<file path="config.mk">
export PLATFORM = sky130hd
export DESIGN_NAME = alu_ex_stage
export DESIGN_NICKNAME = d
export VERILOG_FILES = /design/src/rtl/alu_ex_stage_pkg.sv /design/src/rtl/alu_ex_stage_alu.sv /design/src/rtl/alu_ex_stage.sv
export SDC_FILE = /design/constraint.sdc
export NUM_CORES = 1
export LEC_CHECK = 0
export CAP_MARGIN = 0
export CORE_MARGIN = 5
export CORE_UTILIZATION = 60
export DETAILED_ROUTE_END_ITERATION = 7
export MAX_ROUTING_LAYER = met4
export PLACE_DENSITY = 0.83
export SYNTH_ARGS = -nofsm -noshare
export SYNTH_HDL_FRONTEND = slang
export SYNTH_HIERARCHICAL = 1
export SYNTH_SLANG_ARGS = --single-unit
</file>
<file path="constraint.sdc">
create_clock -name clk -period 2.9 [get_ports clk]
set_clock_uncertainty 0.15 [all_clocks]
set_input_delay 0.29 -clock clk [delete_from_list [all_inputs] [get_ports clk]]
set_output_delay 0.29 -clock clk [all_outputs]
set_load 0.05 [all_outputs]
</file>
<file path="src/rtl/alu_ex_stage_pkg.sv">
// rtl/alu_ex_stage_pkg.sv - shared ALU-op encodings and execute-stage occupancy states
package alu_ex_stage_pkg;

  typedef enum logic [3:0] {
    ALU_ADD    = 4'd0,
    ALU_SUB    = 4'd1,
    ALU_AND    = 4'd2,
    ALU_OR     = 4'd3,
    ALU_XOR    = 4'd4,
    ALU_SLL    = 4'd5,
    ALU_SRL    = 4'd6,
    ALU_SRA    = 4'd7,
    ALU_SLT    = 4'd8,
    ALU_SLTU   = 4'd9,
    ALU_COPY_B = 4'd10,
    ALU_XXX    = 4'd15
  } alu_op_t;

  typedef enum logic [1:0] {
    OCC_EMPTY = 2'd0,
    OCC_ONE   = 2'd1,
    OCC_FULL  = 2'd2
  } occ_t;

endpackage

</file>
<file path="src/rtl/alu_ex_stage_alu.sv">
// rtl/alu_ex_stage_alu.sv - combinational RV32I ALU
module alu
  import alu_ex_stage_pkg::*;
#(
  parameter int XLEN = 32
) (
  input  logic [XLEN-1:0] a,
  input  logic [XLEN-1:0] b,
  input  logic [3:0]      op,
  output logic [XLEN-1:0] result
);

  localparam int SHW = $clog2(XLEN);

  logic [SHW-1:0] shamt;
  logic           lt_s;
  logic           lt_u;

  assign shamt = b[SHW-1:0];
  assign lt_s  = $signed(a) < $signed(b);
  assign lt_u  = a < b;

  // Unlisted codes (including ALU_XXX) produce zero but still flow downstream.
  always_comb begin
    result = '0;
    case (op)
      ALU_ADD:    result = a + b;
      ALU_SUB:    result = a - b;
      ALU_AND:    result = a & b;
      ALU_OR:     result = a | b;
      ALU_XOR:    result = a ^ b;
      ALU_SLL:    result = a << shamt;
      ALU_SRL:    result = a >> shamt;
      ALU_SRA:    result = $unsigned($signed(a) >>> shamt);
      ALU_SLT:    result = {{(XLEN-1){1'b0}}, lt_s};
      ALU_SLTU:   result = {{(XLEN-1){1'b0}}, lt_u};
      ALU_COPY_B: result = b;
      default:    result = '0;
    endcase
  end

endmodule

</file>
<file path="src/rtl/alu_ex_stage.sv">
// rtl/alu_ex_stage.sv - RV32I execute stage with registered two-slot skid output
module alu_ex_stage
  import alu_ex_stage_pkg::*;
#(
  parameter int XLEN = 32,
  parameter int TAGW = 5
) (
  input  logic            clk,
  input  logic            rst,
  input  logic            in_valid,
  output logic            in_ready,
  input  logic [3:0]      in_aluop,
  input  logic [XLEN-1:0] in_a,
  input  logic [XLEN-1:0] in_b,
  input  logic [TAGW-1:0] in_rd,
  input  logic            in_we,
  input  logic            flush,
  output logic            out_valid,
  input  logic            out_ready,
  output logic [XLEN-1:0] out_result,
  output logic [TAGW-1:0] out_rd,
  output logic            out_we
);

  occ_t            state;
  occ_t            state_nxt;
  logic            accept;
  logic            present;
  logic            ld_main_new;
  logic            ld_main_skid;
  logic            ld_skid;
  logic [XLEN-1:0] alu_result;
  logic [XLEN-1:0] skid_result;
  logic [TAGW-1:0] skid_rd;
  logic            skid_we;

  alu #(.XLEN(XLEN)) u_alu (
    .a      (in_a),
    .b      (in_b),
    .op     (in_aluop),
    .result (alu_result)
  );

  assign accept  = in_valid && in_ready;
  assign present = out_valid && out_ready;

  always_ff @(posedge clk or posedge rst) begin
    if (rst) begin
      state <= OCC_EMPTY;
    end else begin
      state <= state_nxt;
    end
  end

  always_comb begin
    state_nxt = state;
    if (flush) begin
      state_nxt = OCC_EMPTY;
    end else begin
      case (state)
        OCC_EMPTY: if (accept) state_nxt = OCC_ONE;
        OCC_ONE: begin
          if (accept && !present)      state_nxt = OCC_FULL;
          else if (!accept && present) state_nxt = OCC_EMPTY;
        end
        OCC_FULL:  if (present) state_nxt = OCC_ONE;
        default:   state_nxt = OCC_EMPTY;
      endcase
    end
  end

  // Both handshake outputs decode only the state register, so decode never sees downstream stalls.
  always_comb begin
    in_ready  = (state != OCC_FULL);
    out_valid = (state != OCC_EMPTY);
  end

  assign ld_main_new  = accept && !flush && ((state == OCC_EMPTY) || present);
  assign ld_skid      = accept && !flush && (state == OCC_ONE) && !present;
  assign ld_main_skid = !flush && (state == OCC_FULL) && present;

  always_ff @(posedge clk or posedge rst) begin
    if (rst) begin
      out_result  <= '0;
      out_rd      <= '0;
      out_we      <= 1'b0;
      skid_result <= '0;
      skid_rd     <= '0;
      skid_we     <= 1'b0;
    end else begin
      if (ld_main_new) begin
        out_result <= alu_result;
        out_rd     <= in_rd;
        out_we     <= in_we;
      end else if (ld_main_skid) begin
        out_result <= skid_result;
        out_rd     <= skid_rd;
        out_we     <= skid_we;
      end
      if (ld_skid) begin
        skid_result <= alu_result;
        skid_rd     <= in_rd;
        skid_we     <= in_we;
      end
    end
  end

endmodule

</file>
==> results.json, run 1 <==
{
  "place_area_sq_mm": 0.0173,
  "place_congestion": 1.28,
  "synth-edff-count": 0,
  "io_buffers": 118,
  "ys.flop_type": "dfrtp_1",
  "synth_top_area_cell": "dfrtp_1",
  "seq_area_frac_synth": 0.158,
  "yosysUniqueCellTypes": 89,
  "cts_num_sinks": 78,
  "cts_buffers": 9,
  "syn_inst": 1505,
  "synth_warnings": 6,
  "status": "stopped before the end",
  "dieHeight_um": 154,
  "syn_area_per_cell_sq_um": 8.21,
  "die_x_um": 154,
  "cts-root-buf": "clkbuf_16",
  "synth_area_leaders": "dfrtp_1 (16%), mux2_2 (11%), ha_1 (10%)",
  "ys_async_sr_fraction": 1.00,
  "synth-seq-cells": 78,
  "netlist.area_leader.share": 0.158,
  "htree_levels": 3,
  "stop_stage": "clock tree synthesis (4_1_cts)",
  "ioPinCount": 119,
  "cts_hold_buf": 0,
  "dp.final_hpwl_mm": 46.3,
  "cts_setup_buffers": 84,
  "row_count": 52,
  "stop_error": "[ERROR DPL-0033] detailed placement checks failed during check placement.",
  "netlist_area_sq_mm": 0.0124,
  "dp.cells": 2276,
  "initial_core_util": 0.611,
  "synth_fp_nets": 1687,
  "cts_resized": 556,
  "clock_path_buffers": 2
}
## metrics by stage
step                      setup slack, ns  setup TNS [ns]
after detailed placement            -1.62          -66.11
after global placement              -1.39          -54.09
after floorplan                    -0.841          -18.74
## cells in the mapped netlist, drive strengths merged (41+ instances only)
library cell / instances
nand2: 90
o21ai: 98
buf: 48
dfrtp: 78
mux2i: 41
mux4: 47
nor2: 166
clkbuf: 68
ha: 101
inv: 100
a21oi: 117
mux2: 124
## logic make-up after synthesis
family / count (synthesis) / share of synthesized area
AO/OA/AOI/OAI: 491 / 0.274
XOR/XNOR: 3 / 0.00213
adder cells (fa/ha/maj): 103 / 0.105
buffers and inverters: 216 / 0.0760
flip-flops: 78 / 0.158
multiplexers: 212 / 0.234
AND/OR/NAND/NOR: 402 / 0.151
==> inputs of run 2 (changes only) <==
--- a/config.mk
+++ b/config.mk
@@ -7,10 +7,9 @@
 export LEC_CHECK = 0
 export CAP_MARGIN = 0
 export CORE_MARGIN = 5
-export CORE_UTILIZATION = 60
+export CORE_UTILIZATION = 40
 export DETAILED_ROUTE_END_ITERATION = 7
-export MAX_ROUTING_LAYER = met4
-export PLACE_DENSITY = 0.83
+export PLACE_DENSITY_LB_ADDON = 0.15
 export SYNTH_ARGS = -nofsm -noshare
 export SYNTH_HDL_FRONTEND = slang
 export SYNTH_HIERARCHICAL = 1
==> run 2 against run 1 <==
  * The flow now finishes, with violations (setup timing)
  * Area after synthesis unchanged
  * Synthesized cell count unchanged
==> results.json, run 2 <==
{
  "cp-start-kind": "input port",
  "r2r_slack_ns": 0.62,
  "place_area_sq_mm": 0.0177,
  "cts_buffers": 9,
  "dp.final_hpwl_mm": 48.7,
  "syn_inst": 1505,
  "fin_tns_setup_ns": -11.64,
  "dr.pass1.iters": 6,
  "setup_viol": 48,
  "synth_fp_nets": 1687,
  "ant_nets": 0,
  "drv_slew": 0,
  "row_count": 64,
  "vdd_drop_max_uv": 583,
  "diodes": 0,
  "leakage_uw": 0.00965,
  "layout_worst_path_cycle_share": 1.16,
  "finalWirelength_mm": 65.1,
  "clk_latency_ns": 0.34,
  "cts_hold_buf": 0,
  "clock_path_buffers": 2,
  "dieHeight_um": 186,
  "drc": 0,
  "grt_use_total": 0.354,
  "status": "complete, but fails checks",
  "drtIter0Drc": 1833,
  "synth-edff-count": 0,
  "syn_to_final_growth_pct": 73.8,
  "worstRegToRegCells": 5,
  "die_x_um": 186,
  "initial_core_util": 0.404,
  "ys.flop_type": "dfrtp_1",
  "htree_levels": 3,
  "ys_async_sr_fraction": 1.00,
  "fin_ws_ns": -0.465,
  "r2r-start": "state[0]",
  "slowest_delay_ns": 0.52,
  "netlist.area_leader.share": 0.158,
  "fin_area_sq_mm": 0.0215,
  "synth_top_area_cell": "dfrtp_1",
  "cts-root-buf": "clkbuf_16",
  "cap_viol_max_count": 0,
  "grt_pass1_wl_mm": 93.3,
  "die_area_sq_mm": 0.0345,
  "hp-class": "input port to asynchronous set/reset pin",
  "crit_type": "input port to flop",
  "slowest_stage": "a2111o_1",
  "slew_headroom": 0.483,
  "cp-end-kind": "flop",
  "viasPerCell": 6.16,
  "vias": 15714,
  "startpoint": "in_b[1]",
  "syn_area_per_cell_sq_um": 8.21,
  "post_drt_wl_per_cell_um": 25.5,
  "p_per_area_mw_per_mm2": 401,
  "cts_tree": "built",
  "final_cell_mix": "buf_4 (517), nor2_1 (144), buf_6 (94)",
  "antenna_found_initial": 0,
  "final_common_cell": "buf_4",
  "worstPathCellList": "buf_8 > inv_6 > ha_4 > a211oi_2 > o21bai_1 > a2111o_1 > a311oi_2 > buf_4 > o21ai_4 > a31o_1 > a221o_1 > a211o_1 > mux2_4 > mux2_4",
  "synthMostInstantiatedCell": "nor2_1",
  "crit_path_frequent_cell": "mux2_4",
  "globalRouteOverflowTotal": 0,
  "cts_num_sinks": 78,
  "largestRegisters": "out_result x32, skid_result x32",
  "violations": "setup timing",
  "netlist_area_sq_mm": 0.0124,
  "final_util": 0.702,
  "required_ns": 2.97,
  "synth_area_leaders": "dfrtp_1 (16%), mux2_2 (11%), ha_1 (10%)",
  "ioPinCount": 119,
  "drive_gt1_frac": 0.542,
  "grt_pass1_vias": 15401,
  "min_period_ns": 3.36,
  "tightest_slew_ns": 0.776,
  "yosysUniqueCellTypes": 89,
  "synth_warnings": 6,
  "finalHoldViolations": 0,
  "place_congestion": 1.01,
  "crit_arrival_ns": 3.43,
  "seq_area_frac_synth": 0.158,
  "synthTopCellsByCount": "nor2_1 (166), mux2_2 (117), a21oi_1 (115)",
  "max_freq_mhz": 297,
  "clk_pin_slew_ns": 0.06,
  "grt_start_max_net_pins": 79,
  "coreArea_sq_mm": 0.0306,
  "rsz0062_at_grt": "yes",
  "fin_nets": 2332,
  "synth-seq-cells": 78,
  "io_buffers": 118,
  "cp_max_fo": 4
}
==> run 2: cell counts after synthesis <==
Identical to the previous run, type by type.
==> run 2: power breakdown <==
group	total, uW	leakage [uW]	internal, uW	switching, uW
Clock	1240	0.000157	766	472
Sequential	1710	0.000982	1490	226
Combinational	5650	0.00851	2670	2980
==> run 2: through the flow <==
stage | worst slack, ns | instances | hold WS, ns | power (uW)
3_5_place_dp | -1.56 | 2430 | 0.333 | 6280
4_1_cts | -0.481 | 2517 | 0.257 | 8040
2_1_floorplan | -0.841 | 1505 | 0.203 | 4270
6_report | -0.465 | 2551 | 0.221 | 8600
3_3_place_gp | -1.44 | 2430 | 0.319 | 6210
5_1_grt | -0.518 | 2551 | 0.268 | 8970
==> run 2: cell families (layout without fill, tap and decap cells) <==
kind of cell | count (synthesis) | count (layout) | synth area share
AOI/OAI and AO/OA | 491 | 491 | 0.274
and+or+nand+nor | 402 | 402 | 0.151
buffers and inverters | 216 | 866 | 0.0760
adders and majority gates | 103 | 103 | 0.105
muxes | 212 | 212 | 0.234
xor gates and xnor gates | 3 | 3 | 0.00213
DFF | 78 | 78 | 0.158
==> run 2: worst paths after layout <==
path                                  end
hold reg to reg                   skid_we
setup / recovery           out_result[21]
min in group clk                  skid_we
hold / removal              out_result[5]
max in group asynchronous  skid_result[0]
setup reg to reg                out_rd[1]
==> run 2: area by class of cell <==
cell class	count	area [sq um]
multi-input combinational	1211	11700
fill	2370	9110
timing repair buffer	750	6560
sequential	78	1950
tap	396	495
inverter	100	417
clock buffer	9	225
clock inverter	7	103
==> run 2: routing by layer <==
layer,track usage,part of all wire
met3,0.0610,0.084
met5,0,0
met1,0.470,0.40
met4,0.153,0.061
met2,0.569,0.45
==> run 2: worst max-delay path: cells and delay by family <==
kind	cells	cell delay [ns]
muxes	2	0.52
adders and majority gates	1	0.25
buffers and inverters	3	0.33
AOI/OAI and AO/OA	8	2.03
==> run 2: what timing repair did <==
| item | CTS | global route |
|---|---|---|
| pin swaps | 107 | 159 |
| setup endpoints to repair | 63 | 54 |
| setup buffers | 69 | 46 |
| gates cloned | 4 | 0 |
| resized for setup | 442 | 329 |
Note: power is estimated with default switching activity, not from simulation.
==> inputs of run 3 (changes only) <==
--- a/config.mk
+++ b/config.mk
@@ -5,8 +5,8 @@
 export SDC_FILE = /design/constraint.sdc
 export NUM_CORES = 1
 export LEC_CHECK = 0
-export CAP_MARGIN = 0
-export CORE_MARGIN = 5
+export CAP_MARGIN = 20
+export CORE_MARGIN = 8
 export CORE_UTILIZATION = 40
 export DETAILED_ROUTE_END_ITERATION = 7
 export PLACE_DENSITY_LB_ADDON = 0.15
==> run 3 against run 2 <==
  * The flow still finishes with violations (setup timing)
  * Fmax decreased by 6.5%
  * Combinational power about the same
  * Sequential share of layout area increased by 0.058 points
  * Register-to-register slack got worse by 0.09 ns
  * Cell count increased by 0.74%
  * Clock power decreased by 15%
  * Final area decreased by 0.63%
  * Wire length about the same
  * Core utilization decreased by 0.26 points
  * Critical path depth unchanged
  * Count of clock-buffer cells in the layout increased by 1
==> results.json, run 3 (synthesis gave the netlist of run 2 again) <==
{
  "cts-root-buf": "clkbuf_16",
  "power_uw": 8440,
  "cp-end-kind": "flop",
  "place_congestion": 1.02,
  "die_x_um": 192,
  "place_area_sq_mm": 0.0177,
  "dp_slack_ns": -1.78,
  "fin_area_sq_mm": 0.0213,
  "viasPerCell": 6.18,
  "vias": 15882,
  "syn_to_final_growth_pct": 72.7,
  "hp-class": "input port to asynchronous set/reset pin",
  "drv_slew": 0,
  "final_util": 0.700,
  "dieHeight_um": 192,
  "cts_buffers": 9,
  "setup_viol": 62,
  "ioPinCount": 119,
  "dp.final_hpwl_mm": 48.5,
  "fin_nets": 2351,
  "cts_num_sinks": 78,
  "initial_core_util": 0.405,
  "clock_path_buffers": 2,
  "slew_headroom": 0.462,
  "antenna_found_initial": 0,
  "htree_levels": 3,
  "die_area_sq_mm": 0.0368,
  "finalWirelength_mm": 65.1,
  "crit_type": "input port to flop",
  "crit_arrival_ns": 3.67,
  "grt_use_total": 0.336,
  "violations": "setup timing",
  "p_per_area_mw_per_mm2": 395,
  "fin_ws_ns": -0.699,
  "ant_nets": 0,
  "cap_viol_max_count": 0,
  "post_drt_wl_per_cell_um": 25.3,
  "diodes": 0,
  "vdd_drop_max_uv": 595,
  "hold_slack_ns": 0.0379,
  "required_ns": 2.97,
  "largestRegisters": "out_result x32, skid_result x32",
  "drive_gt1_frac": 0.546,
  "globalRouteOverflowTotal": 0,
  "max_freq_mhz": 278,
  "status": "complete, but fails checks",
  "row_count": 64,
  "min_period_ns": 3.60,
  "dr.pass1.iters": 6,
  "cp_max_fo": 3,
  "finalHoldViolations": 0,
  "grt_pass1_vias": 15495,
  "grt_start_max_net_pins": 71,
  "leakage_uw": 0.00966,
  "io_buffers": 118,
  "drtIter0Drc": 2055,
  "clk_latency_ns": 0.33,
  "nFillCells": 2448,
  "final_cell_mix": "buf_4 (566), nor2_1 (142), nand2_1 (83)",
  "clk_pin_slew_ns": 0.07,
  "layout_worst_path_cycle_share": 1.24,
  "final_common_cell": "buf_4",
  "tightest_slew_ns": 0.801,
  "coreArea_sq_mm": 0.0305,
  "grt_pass1_wl_mm": 95.1,
  "rsz0062_at_grt": "yes",
  "drc": 0,
  "cts_tree": "built",
  "cp-start-kind": "input port"
}
[run 3: changes by cell type in the layout (fill, tap and decap cells not counted), moves of 5 or more]
| cell | change |
|---|---|
| buf_6 | -22 |
| clkdlybuf4s50_1 | +5 |
| inv_6 | -5 |
| mux2i_4 | +5 |
| buf_8 | -5 |
| o21ai_2 | +6 |
| mux2_2 | -13 |
| buf_4 | +49 |
| ha_4 | -8 |
| mux2_4 | +13 |
| a21oi_4 | -6 |
[run 3: path summary, 6_finish.rpt]
check	startpoint	end	slack, ns	cells after the start
worst min-delay path	rst	out_result[10]	0.04	2
max in group asynchronous	rst	out_rd[0]	1.99	3
worst max-delay path	in_a[9]	out_result[0]	-0.70	14
min in group clk	out_rd[0]	out_rd[0]	0.34	1
worst min register to register	out_rd[0]	out_rd[0]	0.34	1
worst max register to register	state[0]	out_rd[0]	0.53	5
[run 3: metal layers]
| metal | wire length, um | GRT usage | vias up |
|---|---|---|---|
| met5 | 0 | 0 | - |
| met4 | 3980 | 0.162 | 0 |
| met3 | 5970 | 0.0523 | 224 |
| met2 | 29100 | 0.534 | 941 |
| met1 | 26000 | 0.439 | 7707 |
| li1 | - | - | 7010 |
[run 3: final cells by class]
class                   instances  area, sq um  area share
clock inverters                 6         46.3     0.00217
inverters                     100          404      0.0189
multi-input cells            1211        11700       0.546
clock buffers                  10          229      0.0107
well taps                     396          495      0.0232
repair buffers                769         6560       0.307
flip-flops and latches         78         1950      0.0914
[run 3: critical path, cell delays in order]
cell and delay, ns:
buf_6 0.10, inv_4 0.09, ha_4 0.23, nor4_4 0.33
nand2_1 0.14, nor2_4 0.18, o211ai_1 0.18, a21o_1 0.26
o311a_4 0.35, o221ai_2 0.21, nand4_1 0.29, a221o_1 0.47
mux2_4 0.28, mux2_4 0.25
[run 3: power breakdown]
| group | internal [uW] | switching, uW |
|---|---|---|
| sequential | 1490 | 230 |
| clock | 585 | 472 |
| combinational | 2710 | 2960 |
[run 3: timing repair]
action / 4_1_cts / 5_1_grt
hold buffers: 0 / 0
setup buffers: 76 / 70
cloned: 3 / 1
pin swaps: 133 / 135
resized for setup: 458 / 284
setup endpoints to repair: 64 / 60
[run 3: metrics by stage]
stage	std cells	setup TNS [ns]
after detailed placement	2428	-64.26
after global placement	2428	-63.27
after floorplan	1505	-18.74
after CTS	2517	-13.85
after global routing	2570	-23.08
final	2570	-19.93
